## src/rtl/bridge_pkg.sv

```systemverilog
// rtl/bridge_pkg.sv - shared types and defaults for the AHB-to-APB bridge
package bridge_pkg;

    localparam int ADDR_W_DEF = 32;
    localparam int DATA_W_DEF = 32;
    localparam int SEL_W_DEF  = 3;

    localparam logic [SEL_W_DEF-1:0] SEL_NONE = '0;

    typedef enum logic [2:0] {
        ST_IDLE     = 3'd0,
        ST_WWAIT    = 3'd1,
        ST_READ     = 3'd2,
        ST_WRITE    = 3'd3,
        ST_WRITEP   = 3'd4,
        ST_RENABLE  = 3'd5,
        ST_WENABLE  = 3'd6,
        ST_WENABLEP = 3'd7
    } state_t;

endpackage

```

## src/rtl/apb_controller.sv

```systemverilog
// rtl/apb_controller.sv - APB master state machine of the AHB-to-APB bridge
module apb_controller
    import bridge_pkg::*;
#(
    parameter int ADDR_W = ADDR_W_DEF,
    parameter int DATA_W = DATA_W_DEF,
    parameter int SEL_W  = SEL_W_DEF
) (
    input  logic              hclk,
    input  logic              hreset,
    input  logic              valid,
    input  logic              hwrite,
    input  logic [ADDR_W-1:0] haddr,
    input  logic [DATA_W-1:0] hwdata,
    input  logic [SEL_W-1:0]  temp_selx,
    output logic              pwrite,
    output logic              penable,
    output logic [SEL_W-1:0]  pselx,
    output logic [ADDR_W-1:0] paddr,
    output logic [DATA_W-1:0] pwdata,
    output logic              hreadyout
);

    state_t             r_state;
    state_t             w_next;
    logic               w_acc;
    logic [ADDR_W-1:0]  r_pend_addr;
    logic               r_pend_write;
    logic [SEL_W-1:0]   r_pend_sel;
    logic [DATA_W-1:0]  r_pend_wdata;
    logic               r_wr_dphase;

    assign w_acc = valid & hreadyout;

    always_comb begin
        w_next = r_state;
        case (r_state)
            ST_IDLE, ST_RENABLE, ST_WENABLE: begin
                if (w_acc) w_next = hwrite ? ST_WWAIT : ST_READ;
                else       w_next = ST_IDLE;
            end
            ST_WWAIT:    w_next = w_acc ? ST_WRITEP : ST_WRITE;
            ST_READ:     w_next = ST_RENABLE;
            ST_WRITE:    w_next = ST_WENABLE;
            ST_WRITEP:   w_next = ST_WENABLEP;
            ST_WENABLEP: w_next = r_pend_write ? ST_WRITE : ST_READ;
            default:     w_next = ST_IDLE;
        endcase
    end

    always_ff @(posedge hclk or posedge hreset) begin
        if (hreset) begin
            r_state      <= ST_IDLE;
            pwrite       <= 1'b0;
            penable      <= 1'b0;
            pselx        <= '0;
            paddr        <= '0;
            pwdata       <= '0;
            hreadyout    <= 1'b1;
            r_pend_addr  <= '0;
            r_pend_write <= 1'b0;
            r_pend_sel   <= '0;
            r_pend_wdata <= '0;
            r_wr_dphase  <= 1'b0;
        end else begin
            r_state <= w_next;
            if (w_acc) begin
                r_pend_addr  <= haddr;
                r_pend_write <= hwrite;
                r_pend_sel   <= temp_selx;
            end
            // write data trails its address phase by one cycle
            r_wr_dphase <= w_acc & hwrite;
            if (r_wr_dphase) r_pend_wdata <= hwdata;
            hreadyout <= (w_next == ST_IDLE)    || (w_next == ST_WWAIT) ||
                         (w_next == ST_RENABLE) || (w_next == ST_WENABLE);
            case (w_next)
                ST_READ: begin
                    penable <= 1'b0;
                    pwrite  <= 1'b0;
                    if (r_state == ST_WENABLEP) begin
                        pselx <= r_pend_sel;
                        paddr <= r_pend_addr;
                    end else begin
                        pselx <= temp_selx;
                        paddr <= haddr;
                    end
                end
                ST_WRITE, ST_WRITEP: begin
                    penable <= 1'b0;
                    pwrite  <= 1'b1;
                    pselx   <= r_pend_sel;
                    paddr   <= r_pend_addr;
                    // from WWAIT the first write's data is still on the bus
                    pwdata  <= (r_state == ST_WWAIT) ? hwdata : r_pend_wdata;
                end
                ST_RENABLE, ST_WENABLE, ST_WENABLEP: begin
                    penable <= 1'b1;
                end
                default: begin
                    pselx   <= SEL_W'(SEL_NONE);
                    penable <= 1'b0;
                end
            endcase
        end
    end

endmodule

```

## config.mk

```make
export PLATFORM = sky130hd
export DESIGN_NAME = apb_controller
export DESIGN_NICKNAME = d
export VERILOG_FILES = /design/src/rtl/bridge_pkg.sv /design/src/rtl/apb_controller.sv
export SDC_FILE = /design/constraint.sdc
export NUM_CORES = 1
export LEC_CHECK = 0
export BUFFER_PORTS_ARGS = -buffer_cell sky130_fd_sc_hd__buf_2
export CAP_MARGIN = 30
export CORE_MARGIN = 10
export CORE_UTILIZATION = 49
export CTS_CLUSTER_SIZE = 8
export DETAILED_ROUTE_END_ITERATION = 8
export PLACE_DENSITY = 0.77
export REMOVE_ABC_BUFFERS = 1
export SYNTH_ARGS = -nofsm -noshare
export SYNTH_HDL_FRONTEND = slang
export SYNTH_SLANG_ARGS = --single-unit
```

## constraint.sdc

```tcl
create_clock -name hclk -period 4.2 [get_ports hclk]
set_input_delay 0.21 -clock hclk [delete_from_list [all_inputs] [get_ports hclk]]
set_output_delay 0.21 -clock hclk [all_outputs]
set_load 0.03 [all_outputs]
```

==> flow_summary.yaml <==
status:
  status: "complete, no violations"
clocking:
  clock-sinks: 142
  cts_max_path_buffers: 2
  path_clk_slew_ns: 0.05
  cts_inserted_buffers: 17
  ctsResizeCount: 0
  postCtsSetupRepairBufs: 0
  clock_latency_ns: 0.41
  cts-root-buf: "clkbuf_16"
  htree_levels: 4
  cts_tree: "built"
floorplan:
  io_pins: 141
  dieArea_um2: 17300
  core_area_um2: 12100
  die_h_um: 132
  start_util_pct: 50.5
  die_w_um: 132
  num_rows: 40
timing:
  finalHoldViolCount: 0
  worstMarginPinSlew_ns: 0.620
  tns_ns: 0
  slew_violations: 0
  final-setup-viol-count: 0
  fin_crit_sh_pct: 53.3
  fin_worst_skew_ns: 0.00612
  maxSlewHeadroom_pct: 58.6
  worst_slack_ns: 1.96
  rsz0062_at_grt: "false"
  period_minus_slack_ns: 2.24
  fmax_mhz: 447
drt:
  dr.pass1.iters: 4
  wl_um: 14600
  post-route-drc-count: 0
  wl_per_cell_um: 16.2
  dr.first_iter.drc_count: 280
  ant_nets: 0
  vias: 4647
  viasPerCell: 5.16
placement:
  post-place-ws_ns: 1.93
  post-dp-hpwl_um: 9950
  gp_congestion: 0.807
  portBuffers: 140
synth:
  synth_top_family_by_area: "multiplexers"
  ys_seq_area_share_pct: 58.2
  synth_warnings: 0
  synth.most_common_cell: "nand2_1"
  synthSimpleGateAreaFrac_pct: 12.9
  syn-cell-area_um2: 6110
  synth_cells: 577
  synth_xor_area_share_pct: 0
  synth.distinct_cells: 30
  synthFlopType: "dfrtp_1"
  synthArstFlopShare_pct: 100
  synth_area_leader_cell: "dfrtp_1"
  synthAdderAreaFrac_pct: 0.164
  synth_top_area_share_pct: 57.7
  synth-edff-count: 0
  syn_area_per_cell_um2: 10.6
  synth_commonest_cells: "nand2_1, dfrtp_1, mux2i_1"
  synthTopCellsByArea: "dfrtp_1, mux2i_1, nand2_1"
  synth-compound-area-share_pct: 8.27
  muxShareOfSynthArea_pct: 17.1
  ys_ff_latch: 142
final_layout:
  nets: 792
  diodes: 0
  drive_above_1_share_pct: 30.2
  area_growth_syn_to_layout_pct: 26.1
  n_fill_cell: 971
global_route:
  grt_overflow: 0
  grt_pass1_vias: 4903
  grt_max_degree: 105
  grt_usage_pct: 16.9
  grt_first_pass_wirelength_um: 24400
  antenna_found_initial: 0
power_and_ir_drop:
  p_sw_mw: 2.86
  power.leakage_nw: 3.86
  power_density_nw_per_um2: 903
  pwr-share-clk_pct: 20.8
  pwr-share-seq_pct: 36.1
  power.internal_mw: 4.10
  pwr-share-comb_pct: 43.1
  p_sw_share_pct: 41.1
  vdd_drop_max_mv: 0.525
critical_path:
  critPathKind: "flop to flop"
  start_kind: "flop"
  max_stage_delay_ns: 0.73
  cpMaxStageDelayCell: "dfrtp_1"
  crit_chain: "nor2b_1, and2_2, buf_16, mux2i_1, o21ai_0"
  crit_path_end_kind: "flop"
  arrival_ns: 2.51
  crit_path_max_fanout: 18
  required_ns: 4.48
run:
  maxCapViolCount: 0
worst_hold_path:
  hold_path_class: "primary input to flop"
==> flip-flops by register name, summed over array words and instances (netlist names) <==
register,cells
hreadyout,1
paddr,32
penable,1
pselx,3
pwdata,32
pwrite,1
r_pend_addr,32
r_pend_sel,3
r_pend_wdata,32
r_pend_write,1
r_state,3
r_wr_dphase,1
==> cell usage in the layout, fill, tap and decap left out, types with 3 or more instances in the layout <==
| cell type | n |
|---|---|
| mux2_2 | 35 |
| a211oi_1 | 3 |
| buf_4 | 6 |
| clkinv_2 | 5 |
| nand2_1 | 143 |
| dlygate4sd3_1 | 13 |
| clkbuf_16 | 17 |
| inv_1 | 5 |
| mux2i_1 | 65 |
| clkbuf_8 | 4 |
| o21ai_0 | 39 |
| a21oi_1 | 35 |
| nor2_1 | 40 |
| nand3_1 | 3 |
| buf_2 | 140 |
| clkbuf_1 | 3 |
| o22ai_1 | 4 |
| dfrtp_1 | 141 |
| a31oi_1 | 3 |
==> final timing paths <==
check / startpoint / endpoint / slack [ns] / cells past startpoint
max in group asynchronous: hreset / r_pend_wdata[7]$_DFFE_PP0P_ / 2.83 / 5
min in group asynchronous: hreset / pwdata[22]$_DFFE_PP0P_ / 0.21 / 3
hold / removal: haddr[11] / r_pend_addr[11]$_DFFE_PP0N_ / 0.01 / 3
hold reg to reg: r_pend_addr[13]$_DFFE_PP0N_ / r_pend_addr[13]$_DFFE_PP0N_ / 0.47 / 2
setup reg to reg: r_state[0]$_DFF_PP0_ / pwdata[2]$_DFFE_PP0P_ / 1.96 / 5
setup / recovery: r_state[0]$_DFF_PP0_ / pwdata[2]$_DFFE_PP0P_ / 1.96 / 5
==> area by class of cell <==
class                           count  area, µm²  area share, %
Clock inverter                      7       85.1           1.10
Tap cell                          168        210           2.73
Clock buffer                       24        492           6.38
Sequential cell                   142       3550           46.1
Multi-Input combinational cell    391       2370           30.7
Inverter                            6       27.5          0.357
Timing Repair Buffer              163        971           12.6
==> worst max-delay path, delay by kind of cell (launching register included) <==
family | cells | cell delay, ns
flops | 1 | 0.73
simple gates | 2 | 0.79
buf+inv | 1 | 0.24
compound gates | 1 | 0.11
mux | 1 | 0.22
==> stage by stage <==
stage	util [%]	total power, mW	cells	instance area (µm²)	hold WS [ns]
after CTS	63.2	7.00	898	7650	0.00175
final	63.6	6.96	901	7710	0.0145
after global placement	57.0	5.33	853	6900	0.418
after floorplan	-	4.61	539	5930	0.315
after global routing	63.6	7.44	901	7710	0.0165
after detailed placement	57.4	5.51	855	6950	0.426
==> power by group through the flow <==
| stage | Sequential [mW] | Clock (mW) | Combinational (mW) |
|---|---|---|---|
| finish | 2.51 | 1.45 | 3.00 |
| floorplan | 3.07 | 0 | 1.53 |
| CTS | 2.50 | 1.48 | 3.02 |
| global placement | 2.47 | 0 | 2.86 |
| detailed placement | 2.51 | 0 | 3.01 |
| global route | 2.60 | 1.55 | 3.29 |
==> cell families after synthesis <==
logic type,count (synthesis)
multiplexers,100
AND/OR/NAND/NOR,199
buffers and inverters,44
AO/OA/AOI/OAI,91
adder cells (fa/ha/maj),1
flip-flops,142
==> per-layer routing <==
metal | GRT usage [%] | vias to the layer above | share of wire [%]
li1 | - | 2220 | -
met4 | 5.81 | 0 | 1.2
met2 | 26.6 | 159 | 46
met3 | 5.72 | 17 | 6.3
met1 | 21.1 | 2251 | 46
met5 | 0 | - | 0
==> what timing repair did <==
item	4_1_cts	5_1_grt
hold buffers	12	1
setup endpoints to repair	0	0
endpoints found under the hold margin	12	34
Power figures use the tool's default switching activity.
